### config.mk
export PLATFORM = sky130hd
export DESIGN_NAME = ntt_ctrl
export DESIGN_NICKNAME = d
export VERILOG_FILES = /design/src/rtl/kyber_pkg.sv /design/src/rtl/ntt_addr_gen.sv /design/src/rtl/ntt_ctrl.sv
export SDC_FILE = /design/constraint.sdc
export NUM_CORES = 1
export LEC_CHECK = 0
export BUFFER_PORTS_ARGS = -buffer_cell sky130_fd_sc_hd__buf_2
export CAP_MARGIN = 10
export CORE_AREA = 3 3 106 108
export CTS_BUF_LIST = sky130_fd_sc_hd__clkbuf_8 sky130_fd_sc_hd__clkbuf_16
export DETAILED_ROUTE_END_ITERATION = 6
export DIE_AREA = 0 0 109 111
export PLACE_DENSITY = 0.73
export SYNTH_ARGS = -nofsm -noshare
export SYNTH_HDL_FRONTEND = slang
export SYNTH_SLANG_ARGS = --single-unit
export TNS_END_PERCENT = 100
### constraint.sdc
create_clock -name clk -period 3.8 [get_ports clk]
set_input_delay 0.38 -clock clk [delete_from_list [all_inputs] [get_ports clk]]
set_output_delay 0.38 -clock clk [all_outputs]
set_load 0.03 [all_outputs]
### src/rtl/kyber_pkg.sv
// Shared constants for the Kyber NTT datapath: polynomial geometry,
// butterfly_core mode encodings and the ntt_ctrl sequencer state type.
package kyber_pkg;

  localparam int KYBER_N      = 256;
  localparam int LOG_N        = 8;
  localparam int NTT_LAYERS   = 7;
  localparam int BF_PER_LAYER = 128;

  localparam logic [1:0] BF_MODE_NTT    = 2'd0;
  localparam logic [1:0] BF_MODE_INTT   = 2'd1;
  localparam logic [1:0] BF_MODE_MULT   = 2'd2;
  localparam logic [1:0] BF_MODE_ADDSUB = 2'd3;

  typedef enum logic [1:0] {
    ST_IDLE  = 2'd0,
    ST_ISSUE = 2'd1,
    ST_DRAIN = 2'd2,
    ST_DONE  = 2'd3
  } ntt_state_e;

endpackage

### src/rtl/ntt_addr_gen.sv
// Combinational butterfly address / twiddle index generator.
// Ports:
//   layer    in  3  current layer 0..6
//   b        in  7  butterfly index within the layer 0..127
//   inv      in  1  0 = NTT (len halves per layer), 1 = INTT (len doubles)
//   rd_addr0 out 8  first operand address
//   rd_addr1 out 8  second operand address (rd_addr0 + len)
//   tw_idx   out 7  twiddle ROM index
module ntt_addr_gen
  import kyber_pkg::*;
(
  input  logic [2:0] layer,
  input  logic [6:0] b,
  input  logic       inv,
  output logic [7:0] rd_addr0,
  output logic [7:0] rd_addr1,
  output logic [6:0] tw_idx
);

  logic [2:0] sh;       // log2(len)
  logic [7:0] len;
  logic [7:0] grp;
  logic [7:0] off;
  logic [7:0] tw_full;

  always_comb begin
    sh  = inv ? (layer + 3'd1) : (3'd7 - layer);
    len = 8'd1 << sh;
    grp = {1'b0, b} >> sh;
    off = {1'b0, b} & (len - 8'd1);
    // grp * 2 * len + off; the two fields never overlap so OR is an add
    rd_addr0 = ((grp << sh) << 1) | off;
    rd_addr1 = rd_addr0 + len;
    tw_full  = inv ? ((8'd128 >> layer) - 8'd1 - grp)
                   : ((8'd1 << layer) + grp);
    tw_idx   = tw_full[6:0];
  end

endmodule

### src/rtl/ntt_ctrl.sv
// Sequencer for a single butterfly_core running a full 256-point Kyber
// NTT/INTT (7 layers x 128 butterflies), with a write-back delay line.
// Ports:
//   clk, rst            clock, synchronous active-high reset
//   start, inv          transform request and direction (sampled when idle)
//   busy, done          status to the poly op scheduler
//   bf_mode             butterfly_core mode (0 when idle)
//   rd_en, rd_addr0/1   coefficient RAM read pair
//   tw_idx              twiddle ROM index
//   wr_en, wr_addr0/1   write-back pair, rd_* delayed by RD_LAT + BF_LAT
module ntt_ctrl
  import kyber_pkg::*;
#(
  parameter int BF_LAT = 5,
  parameter int RD_LAT = 1
) (
  input  logic       clk,
  input  logic       rst,
  input  logic       start,
  input  logic       inv,
  output logic       busy,
  output logic       done,
  output logic [1:0] bf_mode,
  output logic       rd_en,
  output logic [7:0] rd_addr0,
  output logic [7:0] rd_addr1,
  output logic [6:0] tw_idx,
  output logic       wr_en,
  output logic [7:0] wr_addr0,
  output logic [7:0] wr_addr1
);

  localparam int WB_LAT = RD_LAT + BF_LAT;
  localparam int CNT_W  = $clog2(WB_LAT + 1);
  localparam logic [CNT_W-1:0] CNT_LAST = CNT_W'(WB_LAT);
  localparam logic [CNT_W-1:0] CNT_ONE  = CNT_W'(1);

  ntt_state_e       state_q, state_d;
  logic [2:0]       layer_q, layer_d;
  logic [6:0]       b_q, b_d;
  logic [CNT_W-1:0] cnt_q, cnt_d;
  logic             inv_q, inv_d;

  logic [WB_LAT-1:0] dl_en_q, dl_en_d;
  logic [7:0]        dl_a0_q [WB_LAT];
  logic [7:0]        dl_a0_d [WB_LAT];
  logic [7:0]        dl_a1_q [WB_LAT];
  logic [7:0]        dl_a1_d [WB_LAT];

  logic [7:0] ag_addr0;
  logic [7:0] ag_addr1;
  logic [6:0] ag_tw;

  ntt_addr_gen u_addr_gen (
    .layer    (layer_q),
    .b        (b_q),
    .inv      (inv_q),
    .rd_addr0 (ag_addr0),
    .rd_addr1 (ag_addr1),
    .tw_idx   (ag_tw)
  );

  always_comb begin
    state_d = state_q;
    layer_d = layer_q;
    b_d     = b_q;
    cnt_d   = cnt_q;
    inv_d   = inv_q;
    rd_en   = 1'b0;
    busy    = 1'b0;
    done    = 1'b0;

    case (state_q)
      // DONE is not busy, so a new start is accepted in the done cycle
      ST_IDLE, ST_DONE: begin
        done = (state_q == ST_DONE);
        if (start) begin
          state_d = ST_ISSUE;
          inv_d   = inv;
          layer_d = 3'd0;
          b_d     = 7'd0;
        end else begin
          state_d = ST_IDLE;
        end
      end
      ST_ISSUE: begin
        busy  = 1'b1;
        rd_en = 1'b1;
        b_d   = b_q + 7'd1;
        if (b_q == 7'd127) begin
          state_d = ST_DRAIN;
          cnt_d   = CNT_ONE;
        end
      end
      // Hold off reads until the last write of this layer has committed
      ST_DRAIN: begin
        busy = 1'b1;
        if (cnt_q == CNT_LAST) begin
          if (layer_q == 3'd6) begin
            state_d = ST_DONE;
          end else begin
            state_d = ST_ISSUE;
            layer_d = layer_q + 3'd1;
          end
        end else begin
          cnt_d = cnt_q + CNT_ONE;
        end
      end
      default: state_d = ST_IDLE;
    endcase

    bf_mode  = busy ? (inv_q ? BF_MODE_INTT : BF_MODE_NTT) : BF_MODE_NTT;
    rd_addr0 = rd_en ? ag_addr0 : 8'd0;
    rd_addr1 = rd_en ? ag_addr1 : 8'd0;
    tw_idx   = rd_en ? ag_tw : 7'd0;

    dl_en_d    = {dl_en_q[WB_LAT-2:0], rd_en};
    dl_a0_d[0] = rd_addr0;
    dl_a1_d[0] = rd_addr1;
    for (int i = 1; i < WB_LAT; i++) begin
      dl_a0_d[i] = dl_a0_q[i-1];
      dl_a1_d[i] = dl_a1_q[i-1];
    end
  end

  always_ff @(posedge clk) begin
    if (rst) begin
      state_q <= ST_IDLE;
      layer_q <= 3'd0;
      b_q     <= 7'd0;
      cnt_q   <= '0;
      inv_q   <= 1'b0;
      dl_en_q <= '0;
      for (int i = 0; i < WB_LAT; i++) begin
        dl_a0_q[i] <= 8'd0;
        dl_a1_q[i] <= 8'd0;
      end
    end else begin
      state_q <= state_d;
      layer_q <= layer_d;
      b_q     <= b_d;
      cnt_q   <= cnt_d;
      inv_q   <= inv_d;
      dl_en_q <= dl_en_d;
      for (int i = 0; i < WB_LAT; i++) begin
        dl_a0_q[i] <= dl_a0_d[i];
        dl_a1_q[i] <= dl_a1_d[i];
      end
    end
  end

  assign wr_en    = dl_en_q[WB_LAT-1];
  assign wr_addr0 = dl_a0_q[WB_LAT-1];
  assign wr_addr1 = dl_a1_q[WB_LAT-1];

endmodule

==> impl_metrics.py, run 1 <==
metrics = {
    "pwr": {
        "total_power_mw": 3.42,
        "power_density_mw_per_mm2": 506,
        "peakVddDrop_mv": 0.320,
        "p_leak_nw": 2.89,
    },
    "routing": {
        "drcViolationCount": 0,
        "vias": 4196,
        "drtIter0Drc": 296,
        "viasPerCell": 5.30,
        "drt_first_pass_iters": 5,
        "routedWlPerCell_um": 15.0,
        "ant_nets": 0,
        "wirelength_mm": 11.9,
    },
    "die": {
        "die_y_um": 111,
        "rows": 37,
        "dieArea_mm2": 0.0121,
        "boundaryPins": 49,
        "dieWidth_um": 109,
        "initial_core_util_pct": 52.5,
        "core_area_mm2": 0.0103,
    },
    "sta": {
        "fin_ws_ns": -0.319,
        "drv_slew": 0,
        "fin_crit_ns": 4.12,
        "fin_skew_ns": 0.00613,
        "clock.fmax_mhz": 243,
        "worstMarginPinSlew_ns": 0.907,
        "rsz0062_at_grt": "true",
        "slew_headroom_pct": 39.5,
        "setup_viol": 9,
        "finalHoldViolCount": 0,
        "period_share_pct": 108,
    },
    "synth": {
        "synth.avg_cell_area_um2": 9.25,
        "synth-main-ff-cell": "dfxtp_1",
        "syn-instance-count": 586,
        "synth_top_area_share_pct": 43.6,
        "async_flop_share_pct": 0,
        "yosysMostFrequentCell": "dfxtp_1",
        "synth_seq_cells": 118,
        "synth_edf_count": 0,
        "synthTopCellsByCount": "dfxtp_1 (118), nor2b_1 (94), nand2_1 (33), nor2_1 (33)",
        "yosysTopAreaCell": "dfxtp_1",
        "syn_area_mm2": 0.00542,
        "synth_area_leaders": "dfxtp_1 (44%), nor2b_1 (11%), ha_1 (6.9%)",
        "yosysSeqAreaShare_pct": 43.6,
        "ys_warn_count": 0,
        "ys_types": 59,
    },
    "final_layout": {
        "diodes": 0,
        "post-route-util_pct": 65.5,
        "fill_cells": 841,
        "final_nets": 678,
        "area_growth_pct": 24.6,
        "drive_gt1_share_pct": 27.8,
    },
    "placement": {
        "port_buffers": 47,
        "gp_congestion": 0.869,
        "dpl.hpwl_mm": 7.70,
    },
    "setup_path": {
        "end_kind": "primary output",
        "crit_arrival_ns": 3.74,
        "reg2reg_slack_ns": 0.66,
        "r2r-start": "layer_q[0]",
        "cp.required_ns": 3.42,
        "r2r_end": "dl_a1_q[0][7]",
        "r2r_cells": 13,
        "critical_path_class": "reg2out",
        "cp-start-kind": "register",
        "worstPathMaxFanout": 3,
    },
    "min_path": {
        "min_from": "inv",
        "hold_depth": 3,
        "worstHoldPathType": "in2reg",
        "hold_path_end": "inv_q",
    },
    "grt": {
        "grt_max_degree": 101,
        "grt_antenna_before_repair": 0,
        "grt_pass1_wl_mm": 19.1,
        "grt_overflow_total": 0,
        "track_usage_pct": 19.9,
        "grt_pass1_vias": 4083,
    },
    "clock_tree": {
        "cts_root_buf": "clkbuf_8",
        "cts_sinks": 118,
        "cts_hold_buf": 0,
        "cts_buffers": 17,
        "ctsHtreeMaxLevel": 4,
        "cts.clk_slew.worst_paths_ns": 0.06,
        "cts_tree": "yes",
        "clkLatencyLatePin_ns": 0.50,
        "clockBufferDepth": 2,
    },
    "job": {
        "drv_cap": 0,
    },
    "run_status": {
        "violations": "setup timing",
        "outcome": "finished, violations left",
    },
}
area by class of cell:
cell class                 instances  area [um^2]  area share, %
tap                              136          170           2.52
inverter                          20         77.6           1.15
clock inverter                    15          143           2.11
timing repair buffer              89          616           9.11
sequential                       118         2360           35.0
clock buffer                      17          414           6.13
multi-input combinational        396         2970           44.0
cell families (layout without fill, tap and decap cells):
family,after synthesis,count (layout),synth area share [%]
simple gates,233,233,24.1
flops,118,118,43.6
compound gates,100,100,12.4
buf+inv,73,141,7.04
fa+ha+maj,32,32,7.66
mux,16,16,3.07
xor+xnor,13,13,2.10
other cells,1,2,0.0692
worst max path at each step:
stage	startpoint	endpoint	slack, ns	cells past startpoint
2_1_floorplan	layer_q[2]	tw_idx[6]	0.01	16
3_3_place_gp	layer_q[0]	tw_idx[6]	0.08	16
3_5_place_dp	layer_q[0]	tw_idx[6]	-0.06	15
4_1_cts	layer_q[0]	rd_addr1[7]	-0.24	14
5_1_grt	layer_q[1]	tw_idx[6]	-0.49	16
6_report	layer_q[0]	rd_addr1[7]	-0.32	14
critical path: stages, from the launching register on:
cell	delay [ns]
dfxtp_2	0.35
buf_4	0.12
inv_2	0.04
ha_4	0.27
and3b_1	0.19
or2_1	0.22
a222oi_1	0.41
inv_1	0.15
ha_4	0.24
and4_1	0.20
o211ai_1	0.14
a21oi_1	0.15
or3_4	0.43
a21oi_4	0.18
buf_6	0.15
cells in the final DEF (no fill, tap or decap), drive strengths merged, types with 9 or more instances in the layout:
cell type / count
a21oi: 30
and2: 24
mux2i: 11
nand2: 33
ha: 30
inv: 27
nor2: 33
xor2: 9
dfxtp: 118
buf: 89
clkbuf: 17
nor2b: 94
o21ai: 18
registers in the layout (all words and copies together) (netlist names):
signal,flops
b_q,7
dl_a0_q,48
layer_q,3
dl_en_q,6
inv_q,1
dl_a1_q,48
cnt_q,3
state_q,2
per-layer routing:
layer / global-route usage (%) / share of wire (%) / up-vias
met5: 0 / 0 / -
met4: 6.48 / 1.7 / 0
met3: 4.89 / 4.8 / 15
met2: 35.1 / 52 / 130
met1: 23.0 / 42 / 1977
li1: - / - / 2074
where the power goes:
| group | internal (mW) | switching (mW) |
|---|---|---|
| Sequential | 1.27 | 0.0237 |
| Clock | 0.881 | 0.606 |
| Combinational | 0.224 | 0.410 |
| Total | 2.38 | 1.04 |
timing repair:
action                     CTS  global route
resized for setup           54            24
buffers inserted             9             4
setup endpoints to repair   10            10
pin swaps                   20            21
stage by stage:
| step | cells | hold WS [ns] | setup TNS (ns) | setup WS [ns] | cell area (um^2) |
|---|---|---|---|---|---|
| 2_1_floorplan | 587 | 0.414 | 0 | 0.0136 | 5480 |
| 3_3_place_gp | 747 | 0.415 | 0 | 0.0804 | 5810 |
| 3_5_place_dp | 747 | 0.422 | -0.0609 | -0.0609 | 5810 |
| 4_1_cts | 787 | 0.127 | -1.02 | -0.240 | 6620 |
| 5_1_grt | 791 | 0.158 | -2.85 | -0.491 | 6760 |
| 6_report | 791 | 0.144 | -1.42 | -0.319 | 6760 |
(Power assumes the default switching activity.)
==> run 2: changes to the inputs <==
--- a/config.mk
+++ b/config.mk
@@ -14,2 +14,3 @@
 export PLACE_DENSITY = 0.73
+export SLEW_MARGIN = 5
 export SYNTH_ARGS = -nofsm -noshare
==> constraint.sdc (replaced) <==
create_clock -name clk -period 3.8 [get_ports clk]
set_input_delay 0.95 -clock clk [delete_from_list [all_inputs] [get_ports clk]]
set_output_delay 0.95 -clock clk [all_outputs]
set_load 0.02 [all_outputs]
==> impl_metrics.py, run 2 (synthesized netlist as in run 1, its figures left out) <==
metrics = {
    "sta": {
        "slew_headroom_pct": 51.6,
        "totalNegativeSetupSlack_ns": -7.28,
        "drv_slew": 0,
        "finalHoldViolCount": 0,
        "period_share_pct": 122,
        "setup_viol": 13,
        "worstMarginPinSlew_ns": 0.725,
        "hold_ws_ns": 0.427,
        "fin_skew_ns": 0.0117,
        "clock.fmax_mhz": 216,
        "rsz0062_at_grt": "true",
        "fin_ws_ns": -0.821,
        "fin_crit_ns": 4.62,
    },
    "final_layout": {
        "fill_cells": 758,
        "regArea_mm2": 0.00237,
        "final_common_cell": "dfxtp_1",
        "drive_gt1_share_pct": 32.3,
        "top_regs": "dl_a0_q: 48 flops, dl_a1_q: 48 flops, b_q: 7 flops",
        "final_nets": 713,
        "area_growth_pct": 31.9,
        "diodes": 0,
        "layout_common_cells": "dfxtp_1 (115), nor2b_1 (93), buf_4 (78)",
        "final_cell_area_mm2": 0.00715,
        "multi_input_area_mm2": 0.00305,
    },
    "clock_tree": {
        "cts_buffers": 17,
        "cts_sinks": 118,
        "cts.clk_slew.worst_paths_ns": 0.06,
        "ctsHtreeMaxLevel": 4,
        "cts_tree": "yes",
        "clockBufferDepth": 2,
        "clkLatencyLatePin_ns": 0.50,
        "cts_root_buf": "clkbuf_8",
    },
    "grt": {
        "grt_overflow_total": 0,
        "grt.busiest_layer": "met2",
        "grt_util_met2_pct": 34.8,
        "track_usage_pct": 20.7,
        "grt_antenna_before_repair": 0,
        "grt_use_met1_pct": 24.5,
        "met3_usage_pct": 4.72,
        "grt_max_degree": 80,
        "grt_pass1_wl_mm": 20.0,
        "grt_pass1_vias": 4327,
    },
    "placement": {
        "gp_congestion": 0.872,
        "dpl.hpwl_mm": 8.16,
        "post_dp_cell_area_mm2": 0.00613,
        "port_buffers": 47,
    },
    "die": {
        "boundaryPins": 49,
        "die_y_um": 111,
        "dieArea_mm2": 0.0121,
        "initial_core_util_pct": 52.5,
        "core_area_mm2": 0.0103,
        "dieWidth_um": 109,
        "rows": 37,
    },
    "routing": {
        "vias": 4323,
        "routedWlPerCell_um": 14.5,
        "ant_nets": 0,
        "drt_first_pass_iters": 5,
        "wirelength_mm": 12.0,
        "viasPerCell": 5.23,
        "drtIter0Drc": 265,
        "drcViolationCount": 0,
    },
    "run_status": {
        "outcome": "finished, violations left",
        "violations": "setup timing",
    },
    "min_path": {
        "hold_path_end": "dl_a0_q[3][0]",
        "min_from": "dl_a0_q[2][0]",
        "worstHoldPathType": "reg2reg",
        "hold_depth": 1,
    },
    "setup_path": {
        "reg2reg_slack_ns": 0.74,
        "r2r_cells": 12,
        "cpPeakStageDelay_ns": 0.43,
        "worstPathMaxFanout": 4,
        "crit_chain": "ha_4, ha_4, and3b_1, or2_1, a222oi_1, inv_1, ha_4, and4_1, o211ai_1, a21oi_1, or3_4, a21oi_2, buf_4",
        "cp_common_cell": "ha_4",
        "startpoint": "layer_q[0]",
        "r2r-start": "layer_q[0]",
        "cp.required_ns": 2.85,
        "crit_arrival_ns": 3.67,
        "r2r_end": "dl_a1_q[0][7]",
        "critPathSlowestCell": "a222oi_1",
        "critical_path_class": "reg2out",
        "cp-start-kind": "register",
        "end_kind": "primary output",
    },
    "job": {
        "drv_cap": 0,
    },
    "pwr": {
        "peakVddDrop_mv": 0.342,
        "power_density_mw_per_mm2": 480,
        "p_leak_nw": 3.09,
    },
}
==> run 2: layer usage <==
layer / part of all wire (%) / up-vias
met2: 50 / 120
met3: 3.8 / 23
met1: 44 / 2042
met4: 2.6 / 0
li1: - / 2138
met5: 0 / -
==> run 2: power by group <==
part	switching (mW)	leakage (nW)	internal, mW	total [mW]
logic	0.379	1.87	0.239	0.618
clock network	0.567	0.272	0.953	1.52
registers	0.0225	0.953	1.27	1.30
==> run 2: area by class of cell <==
class / count / share of cell area (%)
timing repair buffer: 124 / 12.7
multi-input combinational: 396 / 42.7
clock inverter: 14 / 2.10
clock buffer: 18 / 5.98
tap: 136 / 2.38
sequential: 118 / 33.1
inverter: 20 / 1.08
==> run 2: worst max path at each step <==
stage / end
after global routing: rd_addr1[6]
after CTS: tw_idx[6]
after global placement: rd_addr1[7]
after detailed placement: tw_idx[6]
after floorplan: rd_addr1[7]
final: rd_addr1[7]
==> run 2: worst max-delay path: cells and delay by family (launching register included) <==
kind / cells / cell delay, ns
and+or+nand+nor: 4 / 1.00
AOI/OAI and AO/OA: 4 / 0.81
adders and majority gates: 3 / 0.68
DFF: 1 / 0.36
buffers and inverters: 2 / 0.31
==> run 2: metrics by stage <==
stage                     utilization (%)  setup WS (ns)  std cells  total power, mW
after floorplan                         -         -0.404        587             1.73
after global placement               59.4         -0.322        784             1.86
after detailed placement             59.4         -0.484        784             1.87
after CTS                            67.7         -0.866        826             3.44
after global routing                 69.3          -1.03        826             3.59
final                                69.3         -0.821        826             3.43
==> run 2: timing repair <==
| action | 4_1_cts | 5_1_grt |
|---|---|---|
| setup endpoints to repair | 15 | 15 |
| pin swaps | 32 | 30 |
| hold buffers | 0 | 0 |
| buffers inserted | 11 | 5 |
| gates resized for setup | 56 | 34 |
==> run 3: changes to the inputs <==
CORE_AREA = 3 3 115 84   (was 3 3 106 108)
DIE_AREA = 0 0 118 87   (was 0 0 109 111)
PLACE_DENSITY = 0.95   (was 0.73)
clock period = 5.6 ns   (was 3.8 ns; I/O delays follow)
==> impl_metrics.py, run 3 (synthesized netlist as in run 1, its figures left out) <==
metrics = {
    "run_status": {
        "outcome": "completed",
    },
    "pwr": {
        "total_power_mw": 2.40,
        "p_leak_nw": 2.74,
        "power_density_mw_per_mm2": 381,
        "peakVddDrop_mv": 0.220,
    },
    "clock_tree": {
        "cts_root_buf": "clkbuf_16",
        "ctsHtreeMaxLevel": 4,
        "clkLatencyLatePin_ns": 0.42,
        "cts_tree": "yes",
        "clockBufferDepth": 2,
        "cts_sinks": 118,
        "cts_buffers": 17,
        "cts.clk_slew.worst_paths_ns": 0.06,
    },
    "setup_path": {
        "critical_path_class": "reg2out",
        "cp.required_ns": 4.20,
        "cp-start-kind": "register",
        "worstPathMaxFanout": 8,
        "end_kind": "primary output",
        "crit_arrival_ns": 3.99,
    },
    "final_layout": {
        "final_cell_area_mm2": 0.00630,
        "diodes": 0,
        "final_common_cell": "dfxtp_1",
        "final_nets": 648,
        "fin_cells": 744,
        "multi_input_area_mm2": 0.00274,
        "fill_cells": 561,
        "regArea_mm2": 0.00237,
        "drive_gt1_share_pct": 18.3,
        "top_regs": "dl_a0_q: 48 flops, dl_a1_q: 48 flops, b_q: 7 flops",
        "area_growth_pct": 16.1,
        "layout_common_cells": "dfxtp_1 (115), nor2b_1 (93), buf_2 (46)",
        "post-route-util_pct": 74.0,
    },
    "placement": {
        "port_buffers": 47,
        "dp.cells": 710,
        "dpl.hpwl_mm": 7.75,
        "gp_congestion": 0.922,
        "post_dp_cell_area_mm2": 0.00557,
    },
    "routing": {
        "ant_nets": 0,
        "drcViolationCount": 0,
        "vias": 4273,
        "viasPerCell": 5.74,
        "wirelength_mm": 12.9,
        "drtIter0Drc": 528,
        "drt_first_pass_iters": 6,
        "routedWlPerCell_um": 17.3,
    },
    "sta": {
        "rsz0062_at_grt": "false",
        "slew_headroom_pct": 51.8,
        "worstMarginPinSlew_ns": 0.722,
        "clock.fmax_mhz": 185,
        "finalHoldViolCount": 0,
        "fin_crit_ns": 5.39,
        "setup_viol": 0,
        "totalNegativeSetupSlack_ns": 0,
        "drv_slew": 0,
        "fin_skew_ns": 0.00806,
        "period_share_pct": 96.3,
    },
    "grt": {
        "grt_pass1_vias": 4188,
        "grt_max_degree": 74,
        "track_usage_pct": 26.1,
        "grt_overflow_total": 0,
        "grt_antenna_before_repair": 0,
        "grt_pass1_wl_mm": 20.8,
    },
    "die": {
        "die_y_um": 87,
        "dieWidth_um": 118,
        "rows": 28,
        "dieArea_mm2": 0.0103,
        "core_area_mm2": 0.00851,
        "initial_core_util_pct": 63.7,
        "boundaryPins": 49,
    },
    "min_path": {
        "worstHoldPathType": "reg2reg",
    },
    "job": {
        "drv_cap": 0,
    },
}
## run 3: through the flow
stage	hold WS, ns	setup slack [ns]
finish	0.432	0.208
global route	0.443	0.00124
CTS	0.436	0.0610
detailed placement	0.420	0.351
global placement	0.415	0.522
floorplan	0.414	0.535
## run 3: repair_timing
| action | CTS | global route |
|---|---|---|
| setup endpoints to repair | 2 | 4 |
| pin swaps | 0 | 1 |
| resized for setup | 2 | 17 |
| setup buffers | 0 | 3 |
| hold buffers | 0 | 0 |
## run 3: cell type report
class | instances | share of cell area [%]
clock buffer | 19 | 7.19
tap | 120 | 2.38
clock inverter | 12 | 2.82
sequential | 118 | 37.6
timing repair buffer | 59 | 5.21
inverter | 20 | 1.19
multi-input combinational | 396 | 43.6
## run 3: critical path: stages (launching register included)
cell      delay [ns]
dfxtp_2         0.36
ha_1            0.20
ha_2            0.32
and3b_1         0.21
or2_4           0.30
a222oi_1        0.32
buf_4           0.18
inv_1           0.04
ha_1            0.34
a21o_1          0.22
a21oi_2         0.18
a21oi_1         0.12
or3_1           0.41
a21oi_2         0.19
buf_4           0.17
## run 3: per-layer routing
metal / up-vias / part of all wire (%) / GRT usage, %
met4: 0 / 3.4 / 12.2
met2: 241 / 46 / 42.5
li1: 2011 / - / -
met1: 1966 / 42 / 32.2
met3: 55 / 9.0 / 7.92
met5: - / 0 / 0
## run 3: path summary, 6_finish.rpt
kind                       from       endpoint  slack (ns)  cells after the start
setup / recovery     layer_q[1]    rd_addr1[7]        0.21                     14
hold / removal    dl_a0_q[2][2]  dl_a0_q[3][2]        0.43                      1
setup reg to reg     layer_q[1]  dl_a1_q[0][7]        2.15                     13
hold reg to reg   dl_a0_q[2][2]  dl_a0_q[3][2]        0.43                      1
## run 3: power by group
| group | internal [mW] | switching (mW) | leakage [nW] |
|---|---|---|---|
| logic | 0.118 | 0.244 | 1.48 |
| registers | 0.865 | 0.0243 | 0.953 |
| clock network | 0.764 | 0.384 | 0.303 |
